`config.mk`:
```
export PLATFORM = sky130hd
export DESIGN_NAME = operand_issue_stage
export DESIGN_NICKNAME = d
export VERILOG_FILES = /design/src/rtl/operand_issue_stage.sv
export SDC_FILE = /design/constraint.sdc
export NUM_CORES = 1
export LEC_CHECK = 0
export ABC_AREA = 1
export CORE_MARGIN = 3
export CORE_UTILIZATION = 50
export DETAILED_ROUTE_END_ITERATION = 12
export PLACE_DENSITY = 0.71
export SYNTH_ARGS = -nofsm -noshare
export SYNTH_HDL_FRONTEND = slang
export SYNTH_SLANG_ARGS = --single-unit
```
`constraint.sdc`:
```
create_clock -name clk -period 4.5 [get_ports clk]
set_clock_uncertainty 0.15 [all_clocks]
set_input_delay 1.125 -clock clk [delete_from_list [all_inputs] [get_ports clk]]
set_output_delay 1.125 -clock clk [all_outputs]
set_load 0.005 [all_outputs]
```
`src/rtl/operand_issue_stage.sv`:
```
// Operand issue stage: 8-entry register file, per-register pending scoreboard and a
// one-deep registered output slot feeding functionalUnit. Optional macro WB_FORWARD_EN.
module operand_issue_stage #(
    parameter int DATA_W = 15,
    parameter int REG_N  = 8,
    parameter int ADDR_W = 3
) (
    input  logic              clk,
    input  logic              rst_n,
    input  logic              in_valid,
    output logic              in_ready,
    input  logic [2:0]        in_fs,
    input  logic [ADDR_W-1:0] in_rs,
    input  logic [ADDR_W-1:0] in_rt,
    input  logic [ADDR_W-1:0] in_rd,
    output logic              out_valid,
    input  logic              out_ready,
    output logic [DATA_W-1:0] inS,
    output logic [DATA_W-1:0] inT,
    output logic [2:0]        functionSelect,
    output logic [ADDR_W-1:0] out_rd,
    input  logic              wb_en,
    input  logic [ADDR_W-1:0] wb_addr,
    input  logic [DATA_W-1:0] wb_data
);

    logic [DATA_W-1:0] regFile [REG_N];
    logic [REG_N-1:0]  pending;
    logic [REG_N-1:0]  pendingNext;

    logic              hazardS;
    logic              hazardT;
    logic              hazardD;
    logic              hazard;
    logic              slotFree;
    logic              accept;
    logic [DATA_W-1:0] operandS;
    logic [DATA_W-1:0] operandT;

`ifdef WB_FORWARD_EN
    logic wbHitS;
    logic wbHitT;
    logic wbHitD;

    // A write-back landing this cycle both resolves the dependency and supplies the value.
    always_comb begin
        wbHitS   = wb_en && (wb_addr == in_rs) && (in_rs != '0);
        wbHitT   = wb_en && (wb_addr == in_rt) && (in_rt != '0);
        wbHitD   = wb_en && (wb_addr == in_rd) && (in_rd != '0);
        hazardS  = pending[in_rs] && (in_rs != '0) && !wbHitS;
        hazardT  = pending[in_rt] && (in_rt != '0) && !wbHitT;
        hazardD  = pending[in_rd] && (in_rd != '0) && !wbHitD;
        operandS = wbHitS ? wb_data : regFile[in_rs];
        operandT = wbHitT ? wb_data : regFile[in_rt];
    end
`else
    always_comb begin
        hazardS  = pending[in_rs] && (in_rs != '0);
        hazardT  = pending[in_rt] && (in_rt != '0);
        hazardD  = pending[in_rd] && (in_rd != '0);
        operandS = regFile[in_rs];
        operandT = regFile[in_rt];
    end
`endif

    always_comb begin
        hazard   = hazardS || hazardT || hazardD;
        slotFree = !out_valid || out_ready;
        in_ready = slotFree && !hazard;
        accept   = in_valid && in_ready;
    end

    // A newly accepted writer is younger than any write-back in flight, so its set wins.
    always_comb begin
        pendingNext = pending;
        if (wb_en) begin
            pendingNext[wb_addr] = 1'b0;
        end
        if (accept && (in_rd != '0)) begin
            pendingNext[in_rd] = 1'b1;
        end
        pendingNext[0] = 1'b0;
    end

    always_ff @(posedge clk or negedge rst_n) begin
        if (!rst_n) begin
            pending <= '0;
        end else begin
            pending <= pendingNext;
        end
    end

    // R0 is never written, so its reset value of zero is permanent.
    always_ff @(posedge clk or negedge rst_n) begin
        if (!rst_n) begin
            for (int i = 0; i < REG_N; i++) begin
                regFile[i] <= '0;
            end
        end else if (wb_en && (wb_addr != '0)) begin
            regFile[wb_addr] <= wb_data;
        end
    end

    always_ff @(posedge clk or negedge rst_n) begin
        if (!rst_n) begin
            out_valid      <= 1'b0;
            inS            <= '0;
            inT            <= '0;
            functionSelect <= '0;
            out_rd         <= '0;
        end else if (accept) begin
            out_valid      <= 1'b1;
            inS            <= operandS;
            inT            <= operandT;
            functionSelect <= in_fs;
            out_rd         <= in_rd;
        end else if (out_ready) begin
            out_valid      <= 1'b0;
        end
    end

endmodule

```
==> results of run 1 <==
cells in the final DEF (no fill, tap or decap), types with 2 or more instances in the layout:
cell type,count
nor2_1,88
clkinv_2,6
clkdlybuf4s50_1,67
clkbuf_16,17
nand3_1,19
clkbuf_1,4
buf_4,17
o21ai_0,236
nand2_1,335
o21ai_1,35
buf_2,4
a21oi_1,75
clkinvlp_4,2
inv_1,67
dfrtp_1,164
stage by stage:
stage	util	hold WS [ns]	total power [mW]	instances
global route	0.594	0.259	4.72	1363
detailed placement	0.560	0.231	3.12	1331
global placement	0.560	0.226	3.10	1331
CTS	0.594	0.245	4.47	1363
finish	0.594	0.244	4.44	1363
floorplan	-	0.290	2.58	1115
synth_stat cells, types with 5 or more instances:
library cell,instances
a21oi_1,75
inv_1,67
o21ai_1,35
dfrtp_1,164
clkbuf_1,73
nor2_1,89
buf_1,5
o21ai_0,236
nand3_1,19
nand2_1,335
buf_4,6
cells by family (layout without fill, tap and decap cells):
logic type / after synthesis / in the layout / synth area share
simple gates: 444 / 444 / 0.207
compound gates: 348 / 348 / 0.213
flops: 164 / 164 / 0.501
buf+inv: 159 / 191 / 0.0791
flip-flops by register name, summed over array words and instances, names as in the netlist:
name and cells:
inS 15, functionSelect 3, inT 15, out_rd 3, out_valid 1, regFile 120
pending 7
path summary, 6_finish.rpt:
kind / start / cells past startpoint / endpoint / slack (ns)
setup / recovery: in_rd[0] / 9 / in_ready / 0.28
hold / removal: regFile[106] / 0 / regFile[106] / 0.24
setup reg to reg: pending[3] / 10 / inT[13] / 2.40
hold reg to reg: regFile[106] / 0 / regFile[106] / 0.24
max in group asynchronous: rst_n / 2 / regFile[90] / 2.69
min in group asynchronous: rst_n / 1 / regFile[41] / 0.58
layer usage:
| metal | global-route usage | vias to the layer above | part of all wire | wire (um) |
|---|---|---|---|---|
| met5 | 0 | - | 0 | 0 |
| met1 | 0.375 | 3457 | 0.47 | 10500 |
| met2 | 0.383 | 283 | 0.43 | 9800 |
| li1 | - | 3628 | - | - |
| met3 | 0.0604 | 34 | 0.079 | 1790 |
| met4 | 0.0764 | 0 | 0.019 | 418 |
area by class of cell:
cell class,instances,area [um2],share of cell area
Timing Repair Buffer,90,850,0.0897
Tap cell,216,270,0.0285
Inverter,69,262,0.0276
Sequential cell,164,4100,0.433
Multi-Input combinational cell,792,3450,0.364
Clock buffer,22,454,0.0480
Clock inverter,10,83.8,0.00885
power groups by stage:
| stage | logic [mW] | clock network, mW | registers, mW |
|---|---|---|---|
| finish | 1.07 | 1.34 | 2.03 |
| global route | 1.22 | 1.43 | 2.07 |
| CTS | 1.08 | 1.36 | 2.02 |
| detailed placement | 1.08 | 0 | 2.05 |
| global placement | 1.06 | 0 | 2.04 |
| floorplan | 0.565 | 0 | 2.02 |
==> metrics.csv, run 1 <==
metric,value,unit
fillers,1519,
synthTopCellsByArea,"dfrtp_1 50%, nand2_1 15%, o21ai_0 14%, a21oi_1 4.6%, nor2_1 4.1%",
synth.avg_cell_area,7.35,um2
cts_resized,0,
synth_edf_count,0,
p_int,3.10,mW
place.gp.congestion,0.838,
rows,46,
ios,73,
cts_tree,built,
diodes,0,
pwr-share-seq,0.456,
path_max_fanout,11,
crit_required,3.22,ns
clockRootBuffer,clkbuf_16,
start_util,0.514,
ys_seq_area_frac,0.501,
fin_ws,0.276,ns
area_delta_synth_final,15.5,%
cts.reportedPaths.clkPinSlew,0.06,ns
ys_ff_latch,164,
viasPerCell,5.43,
clock-sinks,164,
wl_per_cell,16.5,um
p_sw,1.35,mW
slew_violations,0,
finalHoldViolations,0,
yosys.cell_types.count,18,
hold_path_class,flop to flop,
place_area,8930,um2
max_freq,237,MHz
syn_area,8200,um2
start_kind,input pin,
vdd_drop_max,281,uV
synth_top_area_frac,0.501,
grt_max_degree,91,
synthCells,1115,
fp.dieH,134,um
critPathBufInv,4,
coreArea,15900,um2
rsz0062_at_grt,false,
overflow,0,
vias,7402,
setup_viol,0,
routed_wl,22.5,mm
swShare,0.303,
p_leak,4.59,nW
worst_ep_arrival_time,2.95,ns
place_ws,0.280,ns
power_frac_comb,0.242,
grt_pass1_vias,6804,
synth-async-reset-ratio,1.00,
synth_nets,1150,
cts_max_path_buffers,2,
firstDrtPassIters,7,
clock_latency,0.42,ns
port_buffers,72,
setup_tns,0,ns
drc,0,
maxCapViolations,0,
ctsHoldBuffers,0,
synth_flop_cell,dfrtp_1,
cts_setup_buffers,0,
status,"finished, final reports clean",
htree_num_levels,4,
yosysWarnings,0,
tightest_slew,1.17,ns
drive_above_1_share,0.0480,
cts_made_buffers,17,
max-slew-margin-rel,0.219,
grt_util_all_layers,0.256,
hpwl,13.7,mm
pwr-share-clk,0.302,
criticalPathCategory,input pin to output pin,
antenna_found_initial,0,
chipWidth,134,um
die_area,18000,um2
post-route-period-util,0.939,
cp_slowest_cell,clkdlybuf4s50_1,
grt_pass1_wl,36.4,mm
synth_top_area_cell,dfrtp_1,
final_area,9470,um2
critPathMaxStageDelay,0.59,ns
drt-initial-drc-count,847,
cp_top_family,buffers and inverters,
endpoint_kind,output pin,
path_cells,clkdlybuf4s50_1 -> inv_1 -> nand2_1 -> nand3_1 -> nand2_1 -> nor2_1 -> nand3_1 -> inv_1 -> clkdlybuf4s50_1,
nNetsFinal,1169,
power.density,469,nW/um2
ant_nets,0,
fin_crit,4.22,ns
Note: power is estimated with default switching activity, not from simulation.
==> run 2: changes to the inputs <==
==> constraint.sdc (replaced) <==
create_clock -name clk -period 4.6 [get_ports clk]
set_clock_uncertainty 0.15 [all_clocks]
set_input_delay 1.15 -clock clk [delete_from_list [all_inputs] [get_ports clk]]
set_output_delay 1.15 -clock clk [all_outputs]
set_load 0.005 [all_outputs]
==> metrics.csv, run 2 (same netlist as run 1, synthesis figures left out) <==
metric,value,unit
max-slew-margin-rel,0.259,
grt_util_all_layers,0.261,
post-route-period-util,0.930,
placed_cells,1329,
grt_max_degree,95,
port_buffers,72,
vdd_drop_max,292,uV
status,"finished, final reports clean",
path_max_fanout,11,
ant_nets,0,
maxCapViolations,0,
nNetsFinal,1167,
final_common_cell,nand2_1,
wl_per_cell,16.7,um
fp.dieH,134,um
area_delta_synth_final,16.6,%
tightest_slew,1.11,ns
worst_ep_arrival_time,2.98,ns
chipWidth,134,um
top_regs,"regFile (120), inS (15), inT (15)",
rsz0062_at_grt,false,
crit_required,3.30,ns
cts_made_buffers,17,
ctsHoldBuffers,0,
htree_num_levels,4,
final_area,9560,um2
critPathBufInv,4,
grt_pass1_vias,6867,
clockRootBuffer,clkbuf_16,
diodes,0,
power.density,479,nW/um2
slew_violations,0,
vias,7519,
clock_latency,0.44,ns
max_freq,234,MHz
grt_pass1_wl,37.2,mm
largest_reg_flops,120,
start_kind,input pin,
drt-initial-drc-count,926,
place.gp.congestion,0.863,
p_leak,4.62,nW
cts_tree,built,
setup_viol,0,
final_cell_mix,"335 x nand2_1, 236 x o21ai_0, 164 x dfrtp_1",
hold_path_class,flop to flop,
cp_top_family,buffers and inverters,
die_area,18000,um2
coreArea,15900,um2
fin_crit,4.28,ns
setup_tns,0,ns
top_register,regFile,
overflow,0,
firstDrtPassIters,6,
antenna_found_initial,0,
endpoint_kind,output pin,
critPathMaxStageDelay,0.59,ns
cts.reportedPaths.clkPinSlew,0.06,ns
hpwl,13.7,mm
viasPerCell,5.52,
routed_wl,22.7,mm
ios,73,
clock-sinks,164,
drc,0,
finalHoldViolations,0,
cts_resized,0,
place_area,8920,um2
cp_slowest_cell,clkdlybuf4s50_1,
cts_setup_buffers,0,
fin_cells,1361,
cts_max_path_buffers,2,
path_cells,clkdlybuf4s50_1 -> inv_1 -> nand2_1 -> nand3_1 -> nand2_1 -> nor2_1 -> nand3_1 -> inv_1 -> clkdlybuf4s50_1,
drive_above_1_share,0.0498,
criticalPathCategory,input pin to output pin,
rows,46,
final_util,0.600,
start_util,0.514,
run 2: power by group:
group	total (mW)	internal, mW	switching, mW
combinational	1.05	0.504	0.544
sequential	1.99	1.77	0.218
clock	1.54	0.952	0.591
run 2: metal layers:
metal / global-route usage / vias to the layer above / part of all wire
met3: 0.0443 / 32 / 0.067
met1: 0.398 / 3562 / 0.48
met5: 0 / - / 0
li1: - / 3633 / -
met4: 0.0854 / 0 / 0.016
met2: 0.382 / 292 / 0.44
run 2: area by class of cell:
cell class	instances	area (um2)
Fill cell	1527	6380
Sequential cell	164	4100
Multi-Input combinational cell	792	3450
Timing Repair Buffer	88	835
Clock buffer	20	467
Tap cell	216	270
Inverter	69	262
Clock inverter	12	175
run 2: path summary, 6_finish.rpt:
check | endpoint | cells after the start | startpoint | slack, ns
worst max-delay path | in_ready | 9 | in_rd[0] | 0.32
worst min-delay path | regFile[116] | 0 | regFile[116] | 0.24
worst max register to register | inS[0] | 11 | pending[3] | 2.65
worst min register to register | regFile[116] | 0 | regFile[116] | 0.24
max in group asynchronous | regFile[33] | 2 | rst_n | 2.78
min in group asynchronous | regFile[100] | 1 | rst_n | 0.58
run 2: worst register-to-register path, delay by kind of cell (launching register included):
family	cells	cell delay, ns
buf+inv	3	0.56
flops	1	0.38
simple gates	8	0.74
run 2: stage by stage:
| stage | power [mW] | hold WS [ns] | worst slack (ns) |
|---|---|---|---|
| finish | 4.58 | 0.243 | 0.321 |
| floorplan | 2.53 | 0.290 | 1.45 |
| global route | 4.85 | 0.262 | 0.179 |
| detailed placement | 3.06 | 0.230 | 0.325 |
| CTS | 4.61 | 0.244 | 0.317 |
| global placement | 3.03 | 0.230 | 0.364 |
==> edit, RTL diff (settings of run 2) <==
Set the parameter `ADDR_W` to 5 (it was 3).
--- a/src/rtl/operand_issue_stage.sv
+++ b/src/rtl/operand_issue_stage.sv
@@ -3,7 +3,7 @@
 module operand_issue_stage #(
     parameter int DATA_W = 15,
     parameter int REG_N  = 8,
-    parameter int ADDR_W = 3
+    parameter int ADDR_W = 5
 ) (
     input  logic              clk,
     input  logic              rst_n,
Interface: changed (5 resized); port bits go from 73 to 83. No check against the original RTL was run, so the function may have changed too.
==> edit against run 2 <==
Routed wire length is 1.4% lower. Combinational power shrank 4%. Cell area up 3.7%. Worst setup slack worse by 33 ps. Maximum frequency down 0.76%. Sequential cell count increased by 2. Area after synthesis rose by 3.7%. Critical path depth rose by 1. Core utilization down 0.42 points. Clock power fell by 6%. Via count down 2.2%. Power down 3.9%. Largest power group unchanged.
==> edit: results (changes against run 2) <==
- Status: complete, no violations
- N_diodes: 0 (unchanged)
- Critical path arrival: 3010 ps (+30 ps)
- Slowest cell on the critical path: clkdlybuf4s50_1
- Final nets: 1,140 (-2.3%)
- Register area share after synthesis: 0.489 (-0.0122)
- RR Endpoint: inS[10]
- CTS Buffer Depth: 2 (unchanged)
- Ys Warns: 0 (unchanged)
- Largest registers: regFile (120), inS (15), inT (15)
- Clk pin slew, worst setup/hold paths: 60 ps (about the same)
- Initial DRT Pass Iterations: 5 (-1)
- Crit path largest cell delay: 680 ps (+90 ps)
- Via count of the first global-routing pass: 6,707 (-2.3%)
- Layout fillers: 1,537 (+0.65%)
- Maximum vdd drop: 0.296 mV (+1.4%)
- Synth cell count leaders: o21ai_0 (230), nand2_1 (217), dfrtp_1 (166)
- PostCTS Resize Cnt: 0 (unchanged)
- CTS buffer count: 17 (unchanged)
- Reg-to-Reg Start: pending[3]
- Leading post-synthesis cells by cell area: dfrtp_1 (49%), o21ai_0 (14%), nand2_1 (9.6%)
- Clk root buf: clkbuf_16
- Clk_lat worst skew: 430 ps
- Final setup margin: 288 ps (-32.6 ps)
- Min-delay worst type: register to register
- Worst slew pin tran: 1140 ps (+33.9 ps)
- Flop-to-flop setup slack: 2520 ps (-130 ps)
- Vias: 7,350 (-2.2%)
- Share of cells above drive strength 1: 0.120 (+0.0700)
- Routed wire per std cell: 16.8 um (+0.90%)
- Port bufs: 78 (+8.3%)
- All-layer global routing usage: 0.249 (-0.0119)
- Post-synth EDFFs: 0 (unchanged)
- Final GP Congestion: 0.871 (+0.94%)
- Setup WS pre-CTS: 302 ps (-22.3 ps)
- Asr flop ratio synth: 1.00 (unchanged)
- Initial antenna violation count: 0 (unchanged)
- Yosys cell types: 26 (+8)
- Leak: 0.00453 uW (-2.1%)
- Post-CTS Setup Bufs: 0 (unchanged)
- CP endpoint: in_ready
- Worst-path fanout max: 8 (-3)
- Largest net degree at the start of global routing: 121 (+27%)
- Post-DP HPWL: 13,600 um (-0.63%)
- Reg2reg path depth: 9 (-2)
- Htree depth: 4 (unchanged)
- Iter 0 DRT Violations: 803 (-13%)
- Post-CTS Hold Fix Bufs: 0 (unchanged)
- Worst Setup SP: in_rd[0]
- First-pass GRT wire length: 35,700 um (-4.0%)
## edit: cell types whose count changed after synthesis, moves of 6 or more
cell and change:
nand3_1 +26, inv_1 +27, nand2_2 +31, o211ai_1 +30, o21ai_2 +34, o21ai_1 -24, buf_2 +7, nand2_1 -118
nor2_1 -61, clkbuf_1 -6, o21ai_0 -6
## edit: stage by stage
step	util	cells	power, uW	hold WS [ps]	instance area (um^2)
3_3_place_gp	0.559	1298	2950	235	9300
5_1_grt	0.595	1330	4660	263	9910
6_report	0.595	1330	4400	250	9910
3_5_place_dp	0.559	1298	2980	236	9300
2_1_floorplan	-	1068	2540	296	8500
4_1_cts	0.595	1330	4430	251	9910
## edit: worst min path at each step
stage,startpoint,end,depth (start not counted)
finish,regFile[106],regFile[106],0
global route,regFile[114],regFile[114],0
CTS,regFile[109],regFile[109],0
detailed placement,regFile[106],regFile[106],0
global placement,regFile[106],regFile[106],0
floorplan,regFile[105],regFile[105],1
## edit: per-layer routing
layer / global-route usage / wire length, um
met1: 0.344 / 9850
met2: 0.395 / 10700
met3: 0.0574 / 1480
met4: 0.0722 / 347
met5: 0 / 0
## edit: area by class of cell
cell class,count,share of cell area
tap,220,0.0278
clock buffer,21,0.0485
multi-input combinational,714,0.359
sequential,166,0.419
clock inverter,11,0.0125
inverter,97,0.0370
timing repair buffer,101,0.0964
## edit: cells by family (layout without fill, tap and decap cells)
| kind of cell | count (synthesis) | in the layout | synth area share |
|---|---|---|---|
| AOI/OAI and AO/OA | 382 | 382 | 0.249 |
| DFF | 166 | 166 | 0.489 |
| buffers and inverters | 188 | 230 | 0.0936 |
| and+or+nand+nor | 332 | 332 | 0.169 |
## edit: worst max-delay path, delay by kind of cell
family | cells | cell delay [ps]
and+or+nand+nor | 5 | 470
AOI/OAI and AO/OA | 1 | 70
buffers and inverters | 4 | 1340
## edit: report_power, final
group	switching (uW)	leakage [uW]	internal, uW
Sequential	200	0.00215	1760
Clock	584	0.000291	856
Combinational	518	0.00208	489
Total	1300	0.00453	3100
